<file path="src/rtl/mac_dot_ctrl_if.sv">
// Request, RAM and MAC connections of the dot-product sequencer.
// master = requester/RAM/MAC side, slave = mac_dot_ctrl.
interface mac_dot_ctrl_if #(
  parameter int ADDR_W = 8,
  parameter int LEN_W  = 8,
  parameter int ACC_W  = 20
);
  logic              start;
  logic [LEN_W-1:0]  vec_len;
  logic [ADDR_W-1:0] base_a;
  logic [ADDR_W-1:0] base_b;
  logic              rd_en;
  logic [ADDR_W-1:0] a_addr;
  logic [ADDR_W-1:0] b_addr;
  logic [7:0]        mem_a;
  logic [7:0]        mem_b;
  logic [7:0]        mac_a;
  logic [7:0]        mac_b;
  logic              mac_sclr;
  logic [ACC_W-1:0]  mac_o;
  logic              busy;
  logic              done;
  logic [ACC_W-1:0]  result;
  logic              ovf;

  modport master (
    output start, vec_len, base_a, base_b, mem_a, mem_b, mac_o,
    input  rd_en, a_addr, b_addr, mac_a, mac_b, mac_sclr, busy, done, result, ovf
  );

  modport slave (
    input  start, vec_len, base_a, base_b, mem_a, mem_b, mac_o,
    output rd_en, a_addr, b_addr, mac_a, mac_b, mac_sclr, busy, done, result, ovf
  );
endinterface

</file>
<file path="src/rtl/mac_dot_ctrl.sv">
// Dot-product sequencer for one 2-stage 8x8 MAC fed from two sync-read operand RAMs.
// Optional MAC_OVF_EN: sticky accumulator-wrap flag on ovf (tied 0 when undefined).
//
// state   | meaning
// S_IDLE  | waiting for start; latches length and base addresses
// S_CLEAR | one cycle of mac_sclr
// S_ISSUE | L cycles of RAM reads
// S_DRAIN | 3 cycles for last data + MAC pipeline; captures mac_o at the end
// S_DONE  | one-cycle done pulse
module mac_dot_ctrl #(
  parameter int ADDR_W = 8,
  parameter int LEN_W  = 8,
  parameter int ACC_W  = 20
) (
  input logic           clk,
  input logic           rst_n,
  mac_dot_ctrl_if.slave bus
);
  typedef enum logic [2:0] {S_IDLE, S_CLEAR, S_ISSUE, S_DRAIN, S_DONE} state_t;

  state_t            state_q;
  logic [LEN_W-1:0]  len_q;
  logic [LEN_W-1:0]  idx_q;
  logic [ADDR_W-1:0] a_addr_q;
  logic [ADDR_W-1:0] b_addr_q;
  logic [1:0]        drain_q;
  logic              rd_en_q;
  logic              vld_q;
  logic              sclr_q;
  logic              busy_q;
  logic              done_q;
  logic [ACC_W-1:0]  result_q;

  always_ff @(posedge clk or negedge rst_n) begin
    if (!rst_n) begin
      state_q  <= S_IDLE;
      len_q    <= '0;
      idx_q    <= '0;
      a_addr_q <= '0;
      b_addr_q <= '0;
      drain_q  <= '0;
      rd_en_q  <= 1'b0;
      vld_q    <= 1'b0;
      sclr_q   <= 1'b0;
      busy_q   <= 1'b0;
      done_q   <= 1'b0;
      result_q <= '0;
    end else begin
      vld_q <= rd_en_q;
      unique case (state_q)
        S_IDLE: begin
          if (bus.start) begin
            len_q    <= bus.vec_len;
            a_addr_q <= bus.base_a;
            b_addr_q <= bus.base_b;
            sclr_q   <= 1'b1;
            busy_q   <= 1'b1;
            state_q  <= S_CLEAR;
          end
        end
        S_CLEAR: begin
          sclr_q <= 1'b0;
          idx_q  <= '0;
          if (len_q == '0) begin
            result_q <= '0;
            done_q   <= 1'b1;
            state_q  <= S_DONE;
          end else begin
            rd_en_q <= 1'b1;
            state_q <= S_ISSUE;
          end
        end
        S_ISSUE: begin
          if (idx_q == len_q - LEN_W'(1)) begin
            rd_en_q <= 1'b0;
            drain_q <= 2'd2;
            state_q <= S_DRAIN;
          end else begin
            idx_q    <= idx_q + LEN_W'(1);
            a_addr_q <= a_addr_q + ADDR_W'(1);
            b_addr_q <= b_addr_q + ADDR_W'(1);
          end
        end
        S_DRAIN: begin
          // drain_q is a down-counter; terminal count marks the cycle the final sum is visible
          if (drain_q == 2'd0) begin
            result_q <= bus.mac_o;
            done_q   <= 1'b1;
            state_q  <= S_DONE;
          end else begin
            drain_q <= drain_q - 2'd1;
          end
        end
        S_DONE: begin
          done_q  <= 1'b0;
          busy_q  <= 1'b0;
          state_q <= S_IDLE;
        end
        default: state_q <= S_IDLE;
      endcase
    end
  end

  assign bus.rd_en    = rd_en_q;
  assign bus.a_addr   = a_addr_q;
  assign bus.b_addr   = b_addr_q;
  assign bus.mac_a    = vld_q ? bus.mem_a : 8'd0;
  assign bus.mac_b    = vld_q ? bus.mem_b : 8'd0;
  assign bus.mac_sclr = sclr_q;
  assign bus.busy     = busy_q;
  assign bus.done     = done_q;
  assign bus.result   = result_q;

`ifdef MAC_OVF_EN
  logic [ACC_W-1:0] prev_q;
  logic             ovf_q;

  // The reference is forced to 0 in CLEAR so the stale pre-clear sum is never compared.
  always_ff @(posedge clk or negedge rst_n) begin
    if (!rst_n) begin
      prev_q <= '0;
      ovf_q  <= 1'b0;
    end else begin
      prev_q <= (state_q == S_CLEAR) ? '0 : bus.mac_o;
      if (state_q == S_CLEAR)
        ovf_q <= 1'b0;
      else if ((state_q == S_ISSUE || state_q == S_DRAIN) && (bus.mac_o < prev_q))
        ovf_q <= 1'b1;
    end
  end

  assign bus.ovf = ovf_q;
`else
  assign bus.ovf = 1'b0;
`endif
endmodule

</file>
<file path="src/flat_wrapper.sv">
// flat-port wrapper written by rule: the top's interface ports become plain ports
module mac_dot_ctrl_flat 
#(
  parameter int ADDR_W = 8,
  parameter int LEN_W  = 8,
  parameter int ACC_W  = 20
)
  (clk, rst_n, bus_start, bus_vec_len, bus_base_a, bus_base_b, bus_mem_a, bus_mem_b, bus_mac_o, bus_rd_en, bus_a_addr, bus_b_addr, bus_mac_a, bus_mac_b, bus_mac_sclr, bus_busy, bus_done, bus_result, bus_ovf);
  mac_dot_ctrl_if #(.ADDR_W(ADDR_W), .LEN_W(LEN_W), .ACC_W(ACC_W)) bus_i ();
  input logic clk;
  input logic rst_n;
  input wire logic [$bits(bus_i.start)-1:0] bus_start;
  input wire logic [$bits(bus_i.vec_len)-1:0] bus_vec_len;
  input wire logic [$bits(bus_i.base_a)-1:0] bus_base_a;
  input wire logic [$bits(bus_i.base_b)-1:0] bus_base_b;
  input wire logic [$bits(bus_i.mem_a)-1:0] bus_mem_a;
  input wire logic [$bits(bus_i.mem_b)-1:0] bus_mem_b;
  input wire logic [$bits(bus_i.mac_o)-1:0] bus_mac_o;
  output wire logic [$bits(bus_i.rd_en)-1:0] bus_rd_en;
  output wire logic [$bits(bus_i.a_addr)-1:0] bus_a_addr;
  output wire logic [$bits(bus_i.b_addr)-1:0] bus_b_addr;
  output wire logic [$bits(bus_i.mac_a)-1:0] bus_mac_a;
  output wire logic [$bits(bus_i.mac_b)-1:0] bus_mac_b;
  output wire logic [$bits(bus_i.mac_sclr)-1:0] bus_mac_sclr;
  output wire logic [$bits(bus_i.busy)-1:0] bus_busy;
  output wire logic [$bits(bus_i.done)-1:0] bus_done;
  output wire logic [$bits(bus_i.result)-1:0] bus_result;
  output wire logic [$bits(bus_i.ovf)-1:0] bus_ovf;
  assign bus_i.start = bus_start;
  assign bus_i.vec_len = bus_vec_len;
  assign bus_i.base_a = bus_base_a;
  assign bus_i.base_b = bus_base_b;
  assign bus_i.mem_a = bus_mem_a;
  assign bus_i.mem_b = bus_mem_b;
  assign bus_i.mac_o = bus_mac_o;
  assign bus_rd_en = bus_i.rd_en;
  assign bus_a_addr = bus_i.a_addr;
  assign bus_b_addr = bus_i.b_addr;
  assign bus_mac_a = bus_i.mac_a;
  assign bus_mac_b = bus_i.mac_b;
  assign bus_mac_sclr = bus_i.mac_sclr;
  assign bus_busy = bus_i.busy;
  assign bus_done = bus_i.done;
  assign bus_result = bus_i.result;
  assign bus_ovf = bus_i.ovf;
  mac_dot_ctrl #(.ADDR_W(ADDR_W), .LEN_W(LEN_W), .ACC_W(ACC_W)) u_core (.clk(clk), .rst_n(rst_n), .bus(bus_i));
endmodule
</file>
<file path="config.mk">
export PLATFORM = sky130hd
export DESIGN_NAME = mac_dot_ctrl_flat
export DESIGN_NICKNAME = d
export VERILOG_FILES = /design/src/rtl/mac_dot_ctrl_if.sv /design/src/rtl/mac_dot_ctrl.sv /design/src/flat_wrapper.sv
export SDC_FILE = /design/constraint.sdc
export NUM_CORES = 1
export LEC_CHECK = 0
export BUFFER_PORTS_ARGS = -buffer_cell sky130_fd_sc_hd__buf_2
export CAP_MARGIN = 20
export CORE_AREA = 2 2 81 83
export CTS_BUF_LIST = sky130_fd_sc_hd__clkbuf_4 sky130_fd_sc_hd__clkbuf_8
export CTS_CLUSTER_DIAMETER = 150
export DETAILED_ROUTE_END_ITERATION = 8
export DIE_AREA = 0 0 83 85
export PLACE_DENSITY = 0.86
export SKIP_CTS_REPAIR_TIMING = 1
export SYNTH_ARGS = -nofsm -noshare
export SYNTH_HDL_FRONTEND = slang
export SYNTH_SLANG_ARGS = --single-unit
</file>
<file path="constraint.sdc">
create_clock -name clk -period 7.1 [get_ports clk]
set_clock_uncertainty 0.1 [all_clocks]
set_input_delay 0 -clock clk [delete_from_list [all_inputs] [get_ports clk]]
set_output_delay 0 -clock clk [all_outputs]
set_load 0.1 [all_outputs]
</file>
Word level (Yosys, flattened, before mapping) --
Cells that the tools add are included.
Word-level totals: output and inout port bits 57, bits in registers 62, memories 0, bits in read-only memories 0, latch bits 0, input port bits 63, RAM bits 0
Cells by class: $lt $le $gt $ge 0, bitwise logic cells 0, add/sub/neg operators 5, mux-type cells 30, shifts and indexed selects 0, equal/unequal tests 12, divide/modulo/power cells 0, $mul 0, reductions and logical operators 20
Operator list (count):
- $mux 8 | 7
- $pmux 8 s2 | 3
- $mux 20 | 2
- $pmux 20 s2 | 1
- $add 8x1->8 const B | 3
- $reduce_and 3->1 | 6
- $mux 3 | 4
- $pmux 3 s4 | 1
- $reduce_bool 2->1 | 6
- $eq 8x8->1 | 1
- $logic_not 8->1 | 1
- $ne 2x2->1 const B | 4
- $reduce_and 2->1 | 4
- $sub 8x1->8 const B | 1
- $eq 3x2->1 const B | 2
- $ne 2x1->1 const B | 3
- $pmux 1 s2 | 3
- $mux 1 | 5
- $mux 2 | 2
- $pmux 2 s2 | 1
- $eq 3x1->1 const B | 1
- $eq 3x3->1 const B | 1
- $logic_not 3->1 | 1
- $pmux 1 s3 | 1
- 3 further kinds | 3

Longest topological paths before layout --
Gate-level depths: netlist (run 1).
depth in word-level cells 4, gate-level depth with buffers 10, depth with buffers taken out 8

Worst setup path after synthesis (run 1) --
OpenSTA, ideal clock, no wires.
path type reg-to-reg, start reg u_core.len_q[2], end reg u_core.drain_q[0], period minus slack after synthesis 2898 ps, buffers on the path 3, arrival 2674 ps, stages on the path, launching flop included 10, setup time 125 ps, slack 4202 ps, data required time 6875 ps, cell sequence dfrtp_1 > buf_6 > or4_1 > or4_1 > a21o_1 > a2111oi_4 > buf_6 > buf_6 > a21oi_1 > mux2_2
On the way: word-level cells in the longest chain between the ends 4
Ends and longest elaborated chain:
- from (decl) | RTL line mac_dot_ctrl.sv:22 | logic [LEN_W-1:0] len_q;
- from (signal assigned) | RTL line mac_dot_ctrl.sv:53 | len_q <= bus.vec_len;
- $sub 8x1->8 | RTL line mac_dot_ctrl.sv:74 | if (idx_q == len_q - LEN_W'(1)) begin
- $eq 8x8->1 | RTL line mac_dot_ctrl.sv:74
- $ne 2x1->1 (no source line)
- $reduce_and 3->1 (no source line)
- to (signal assigned) | RTL line mac_dot_ctrl.sv:91 | drain_q <= drain_q - 2'd1;
- to (decl) | RTL line mac_dot_ctrl.sv:26 | logic [1:0] drain_q;
Every way passes these cells. A chain may end at the register's enable or synchronous reset.

Final worst setup path (run 1) --
start reg u_core.len_q[2], end reg u_core.a_addr_q[3], in the netlist u_core.bus.a_addr[3]
On the way: word-level cells in the longest chain between the ends 4
Ends and longest elaborated chain:
- $sub 8x1->8 | RTL line mac_dot_ctrl.sv:74
- $eq 8x8->1 | RTL line mac_dot_ctrl.sv:74
- $ne 2x2->1 (no source line)
- $reduce_and 3->1 (no source line)
- to (signal assigned) | RTL line mac_dot_ctrl.sv:54 | a_addr_q <= bus.base_a;
- to (signal assigned) | RTL line mac_dot_ctrl.sv:80 | a_addr_q <= a_addr_q + ADDR_W'(1);
- to (decl) | RTL line mac_dot_ctrl.sv:24 | logic [ADDR_W-1:0] a_addr_q;
Every way passes these cells.

==> metrics.md, run 1 <==
| Metric | Value |
|---|---|
| Xor/xnor share of the synthesized area | 2.918% |
| Placed inst area | 3886 um^2 |
| Overflow after GRT | 0 |
| Clk_lat worst skew | 320 ps |
| Worst Path Required | 7270 ps |
| Critical Path Fanout Max | 29 |
| IO Count | 120 |
| Compound-Gate Fraction of Synth Area | 21.52% |
| Die Ht | 85 um |
| Setup TNS | 0 ps |
| Initial DRC count | 184 |
| CP Depth | 7 |
| Starting density of the core | 53.22% |
| Synth async-reset ratio | 100.0% |
| Crit path largest cell delay | 680 ps |
| CP Launch Type | flop |
| Most frequent cells in the layout | buf_2, dfrtp_1, dlygate4sd3_1, nand2_1, nor2_1 |
| Seq cells post-synth | 62 |
| Max VDD drop | 0.00009335 V |
| Largest family of logic cells by synthesized area | compound AO/OA/AOI/OAI gates |
| Crit path kind | flop to flop |
| DRC | 0 |
| RSZ-0062 raised after global routing | false |
| Leakage | 2.257 nW |
| First-pass GRT wire length | 13060 um |
| Gr usage total | 22.79% |
| Port Buf Inserts | 118 |
| Worst reg2reg path depth | 7 |
| Cell area after layout | 4527 um^2 |
| Number of global-route vias before repair | 2829 |
| Inst Count DP | 510 |
| Simple-gate share of the synthesized area | 20.42% |
| Clk buf depth | 2 |
| Routability cong. | 0.8518 |
| Combined buffer and inverter count along the critical path | 1 |
| Worst hold slack | 248.1 ps |
| Worst setup EP type | flop |
| Critical path origin | u_core.len_q[2] |
| Die footprint | 7055 um^2 |
| Die W | 83 um |
| Area Growth Syn to Fin | 37.10% |
| # clock sinks | 62 |
| Core Area | 6205 um^2 |
| Layout cells sized above 1 | 32.11% |
| Main synth FF type | dfrtp_1 |
| Pins over their slew limit | 0 |
| Pre-antenna DRT Iters | 4 |
| Seq/Total Area, Yosys | 46.99% |
| DRT antenna net count | 0 |
| Post-DP HPWL | 5482 um |
| Avg WL per Cell | 15.59 um |
| Synth Cell Area | 3302 um^2 |
| Final setup fails | 0 |
| CTS tree | yes |
| Fin cells | 569 |
| CP Cell Sequence | or4_1 > or4_1 > a21o_1 > a2111oi_4 > buf_4 > nand2b_1 > o221a_2 |
| Post-synth EDFFs | 0 |
| Family with the most delay on the worst path | simple AND/OR/NAND/NOR gates |
| PwrDens | 162.6 nW/um^2 |
| NumNets Final | 559 |
| Tcrit/Tclk final | 51.14% |
| Worst slew pin tran | 938.1 ps |
| Yosys warnings | 0 |
| Unique masters post-synth | 53 |
| Via count | 3152 |
| Min cycle time layout | 3631 ps |
| Arr. time, crit path | 3800 ps |
| R2R Path Start | u_core.len_q[2] |
| Cells after synthesis | 335 |
| DRT Wirelength | 8869 um |
| Vias per std cell | 5.540 |
| Clock-pin transition on the worst setup and hold timing paths | 70 ps |
| Final Hold Viols | 0 |
| Status | finished, final reports clean |
| Most common cell after layout, fill and taps aside | buf_2 |
| Initial antenna violation count | 0 |
| Mux cell area share after synthesis | 0.9473% |
| Row count | 29 |
| Post-synth net total | 404 |
| Cell mode on critical path | or4_1 |
| Adder-cell share of the synthesized area | 2.274% |
| Inserted Clock Buffers | 9 |
| Max cap viols | 0 |
| Slew margin rel. | 37.46% |
| Depth of the CTS H-tree | 3 |
| Clock root buffer | clkbuf_8 |
| Hold Path Class | input pin to async pin |
| CP max stage cell | nand2b_1 |
| Largest net degree at the start of global routing | 63 |
| Post-Syn Area per Cell | 9.856 um^2 |
| Antenna Cells | 0 |
| Max Clk Rate | 275.4 MHz |
-- stage by stage --
step           utilization [%]  total power [mW]  worst slack (ps)
2_1_floorplan                -            0.4018              4202
3_3_place_gp             62.63            0.4292              3576
3_5_place_dp             62.63            0.4298              3457
4_1_cts                  65.54            0.7209              3470
5_1_grt                  72.96            0.7627              3300
6_report                 72.96            0.7360              3469
-- flip-flops by register name, indices dropped and copies added (netlist names) --
| name | cells |
|---|---|
| u_core.bus.a_addr | 8 |
| u_core.bus.b_addr | 8 |
| u_core.bus.busy | 1 |
| u_core.bus.done | 1 |
| u_core.bus.mac_sclr | 1 |
| u_core.bus.rd_en | 1 |
| u_core.bus.result | 20 |
| u_core.drain_q | 2 |
| u_core.idx_q | 8 |
| u_core.len_q | 8 |
| u_core.state_q | 3 |
| u_core.vld_q | 1 |
-- synthesized netlist by cell type (all sizes together) (2+ instances only) --
library cell / instances / share of area, %
and2: 22 / 4.2
a221oi: 5 / 2.1
mux2i: 2 / 0.61
nor3: 3 / 0.61
and3: 7 / 1.3
xor2: 6 / 1.6
buf: 8 / 2.1
a21oi: 11 / 1.7
a41oi: 2 / 0.53
a22o: 20 / 5.3
inv: 9 / 1.0
or2: 7 / 1.3
o31ai: 5 / 1.1
o32a: 3 / 0.91
nand2: 39 / 4.4
or4: 4 / 0.91
nor2: 27 / 3.1
ha: 6 / 2.3
o311ai: 2 / 0.53
nand3: 13 / 2.0
o221a: 3 / 1.0
a221o: 2 / 0.61
or3: 3 / 0.57
clkbuf: 15 / 1.7
nand2b: 4 / 0.76
o21ai: 14 / 2.5
xnor2: 5 / 1.3
dfrtp: 62 / 47
a211oi: 4 / 1.1
o32ai: 5 / 1.3
nand4: 2 / 0.38
-- layer usage --
metal,up-vias,track usage (%),wire (um)
li1,1512,-,-
met1,1489,29.06,3685
met2,131,37.76,4402
met3,20,6.323,565
met4,0,7.750,216
met5,-,0,0
-- area by class of cell --
cell class	count	area, um^2
Clock buffer	11	145.1
Clock inverter	2	35.03
Fill cell	412	1678
Inverter	9	33.78
Multi-Input combinational cell	241	1592
Sequential cell	62	1551
Tap cell	77	96.34
Timing Repair Buffer	167	1074
-- power breakdown --
part	switching [mW]	internal [mW]	total (mW)
sequential	0	0.353	0.353
clock	0.123	0.169	0.292
combinational	0.0564	0.0345	0.0908
total	0.179	0.557	0.736
-- kinds of logic after synthesis --
family,Yosys count
DFF,62
other,1
muxes,3
AOI/OAI and AO/OA,85
adders and majority gates,6
and+or+nand+nor,135
buffers and inverters,32
xor gates and xnor gates,11
-- worst min-delay path: stages --
cell           delay, ps
dlygate4sd3_1        510
buf_2                 90
buf_4                580
-- final timing paths --
kind                            slack [ps]                    to
worst min register to register         310          u_core.vld_q
max in group asynchronous             6130     u_core.state_q[2]
worst min-delay path                   250       u_core.len_q[6]
worst max-delay path                  3470  u_core.bus.a_addr[3]
worst max register to register        3470  u_core.bus.a_addr[3]
min in group clk                       300       u_core.len_q[5]
(Power assumes the default switching activity.)
==> run 2: changes to the inputs <==
--- a/config.mk
+++ b/config.mk
@@ -7,12 +7,12 @@
 export LEC_CHECK = 0
 export BUFFER_PORTS_ARGS = -buffer_cell sky130_fd_sc_hd__buf_2
 export CAP_MARGIN = 20
-export CORE_AREA = 2 2 81 83
+export CORE_AREA = 2 2 88 90
 export CTS_BUF_LIST = sky130_fd_sc_hd__clkbuf_4 sky130_fd_sc_hd__clkbuf_8
 export CTS_CLUSTER_DIAMETER = 150
 export DETAILED_ROUTE_END_ITERATION = 8
-export DIE_AREA = 0 0 83 85
-export PLACE_DENSITY = 0.86
+export DIE_AREA = 0 0 90 92
+export PLACE_DENSITY = 0.77
 export SKIP_CTS_REPAIR_TIMING = 1
 export SYNTH_ARGS = -nofsm -noshare
 export SYNTH_HDL_FRONTEND = slang
==> constraint.sdc (replaced) <==
create_clock -name clk -period 3 [get_ports clk]
set_clock_uncertainty 0.1 [all_clocks]
set_input_delay 0 -clock clk [delete_from_list [all_inputs] [get_ports clk]]
set_output_delay 0 -clock clk [all_outputs]
set_load 0.1 [all_outputs]
==> metrics.md, run 2 (synthesis gave the netlist of run 1 again) <==
| Metric | Value |
|---|---|
| Status | finished, final reports clean |
| Tcrit/Tclk final | 97.39% |
| Die W | 90 um |
| DRC | 0 |
| Routability cong. | 0.8853 |
| Number of global-route vias before repair | 2863 |
| Clock root buffer | clkbuf_8 |
| Min cycle time layout | 2922 ps |
| Area Growth Syn to Fin | 42.25% |
| Pins over their slew limit | 0 |
| Crit path kind | flop to flop |
| DRT antenna net count | 0 |
| IO Count | 120 |
| Overflow after GRT | 0 |
| Antenna Cells | 0 |
| Pre-antenna DRT Iters | 5 |
| Setup TNS | 0 ps |
| DRT Wirelength | 9366 um |
| RSZ-0062 raised after global routing | false |
| Pre-CTS setup slack | 31.22 ps |
| Final setup fails | 0 |
| Slew margin rel. | 52.04% |
| NumNets Final | 573 |
| Port Buf Inserts | 118 |
| Die footprint | 8280 um^2 |
| Initial DRC count | 212 |
| Largest net degree at the start of global routing | 27 |
| Worst hold slack | 24.03 ps |
| Max Clk Rate | 342.3 MHz |
| Avg WL per Cell | 15.33 um |
| Leakage | 2.333 nW |
| Post-DP HPWL | 5873 um |
| Final Worst Setup Slack | 78.37 ps |
| Critical Path Fanout Max | 5 |
| Max cap viols | 0 |
| Max VDD drop | 0.0002672 V |
| CTS tree | yes |
| First-pass GRT wire length | 13450 um |
| Starting density of the core | 44.34% |
| # clock sinks | 62 |
| Arr. time, crit path | 3050 ps |
| Initial antenna violation count | 0 |
| Worst setup EP type | flop |
| Clock-pin transition on the worst setup and hold timing paths | 80 ps |
| Max FFs per register | 20 |
| Final Hold Viols | 0 |
| PwrDens | 363.7 nW/um^2 |
| Core Area | 7447 um^2 |
| Layout cells sized above 1 | 35.76% |
| Row count | 32 |
| Hold Path Class | input pin to flop |
| Via count | 3221 |
| Inserted Clock Buffers | 9 |
| Vias per std cell | 5.272 |
| CP Launch Type | flop |
| Clk_lat worst skew | 330 ps |
| Clk buf depth | 2 |
| Worst slew pin tran | 719.5 ps |
| Most frequent cells in the layout | buf_2, dfrtp_1, dlygate4sd3_1, nand2_1, nor2_1 |
| Worst Path Required | 3130 ps |
| Die Ht | 92 um |
| Gr usage total | 19.98% |
| Most common cell after layout, fill and taps aside | buf_2 |
| Depth of the CTS H-tree | 3 |
[run 2: final cells by class]
type	count	area, um^2
Sequential cell	62	1551
Timing Repair Buffer	181	1181
Clock buffer	12	152.6
Clock inverter	4	22.52
Tap cell	102	127.6
Inverter	9	33.78
Fill cell	596	2750
Multi-Input combinational cell	241	1628
[run 2: stage by stage]
step	total power [mW]	cells	instance area, um^2	utilization, %
2_1_floorplan	0.9508	335	3302	-
3_3_place_gp	1.017	546	4000	53.71
3_5_place_dp	1.019	546	4000	53.71
4_1_cts	1.669	562	4175	56.07
5_1_grt	1.771	611	4697	63.07
6_report	1.708	611	4697	63.07
[run 2: power by group]
part | internal (mW) | leakage (nW) | switching, mW
logic | 0.0814 | 1.43 | 0.132
clock network | 0.337 | 0.0930 | 0.322
registers | 0.836 | 0.811 | 0
[run 2: routing by layer]
layer / routed length (um) / up-vias / GRT usage [%] / share of wire [%]
li1: - / 1538 / - / -
met1: 3998 / 1544 / 26.37 / 43
met2: 4700 / 123 / 33.15 / 50
met3: 540 / 16 / 4.930 / 5.8
met4: 127 / 0 / 5.128 / 1.4
met5: 0 / - / 0 / 0
[run 2: path summary, 6_finish.rpt]
kind | startpoint | to | slack (ps) | cells past startpoint
worst max-delay path | u_core.len_q[2] | u_core.bus.a_addr[3] | 80 | 8
worst min-delay path | bus_base_a[6] | u_core.bus.a_addr[6] | 20 | 4
worst max register to register | u_core.len_q[2] | u_core.bus.a_addr[3] | 80 | 8
worst min register to register | u_core.bus.rd_en | u_core.vld_q | 320 | 0
max in group asynchronous | rst_n | u_core.len_q[0] | 1980 | 3
min in group asynchronous | rst_n | u_core.idx_q[3] | 110 | 2
[run 2: worst max-delay path, stage by stage (launching register included)]
cell	delay, ps
dfrtp_1	380
or4_4	540
or4_4	510
a21o_1	190
a2111oi_4	390
buf_4	210
buf_4	120
o21ai_2	70
o221a_2	290
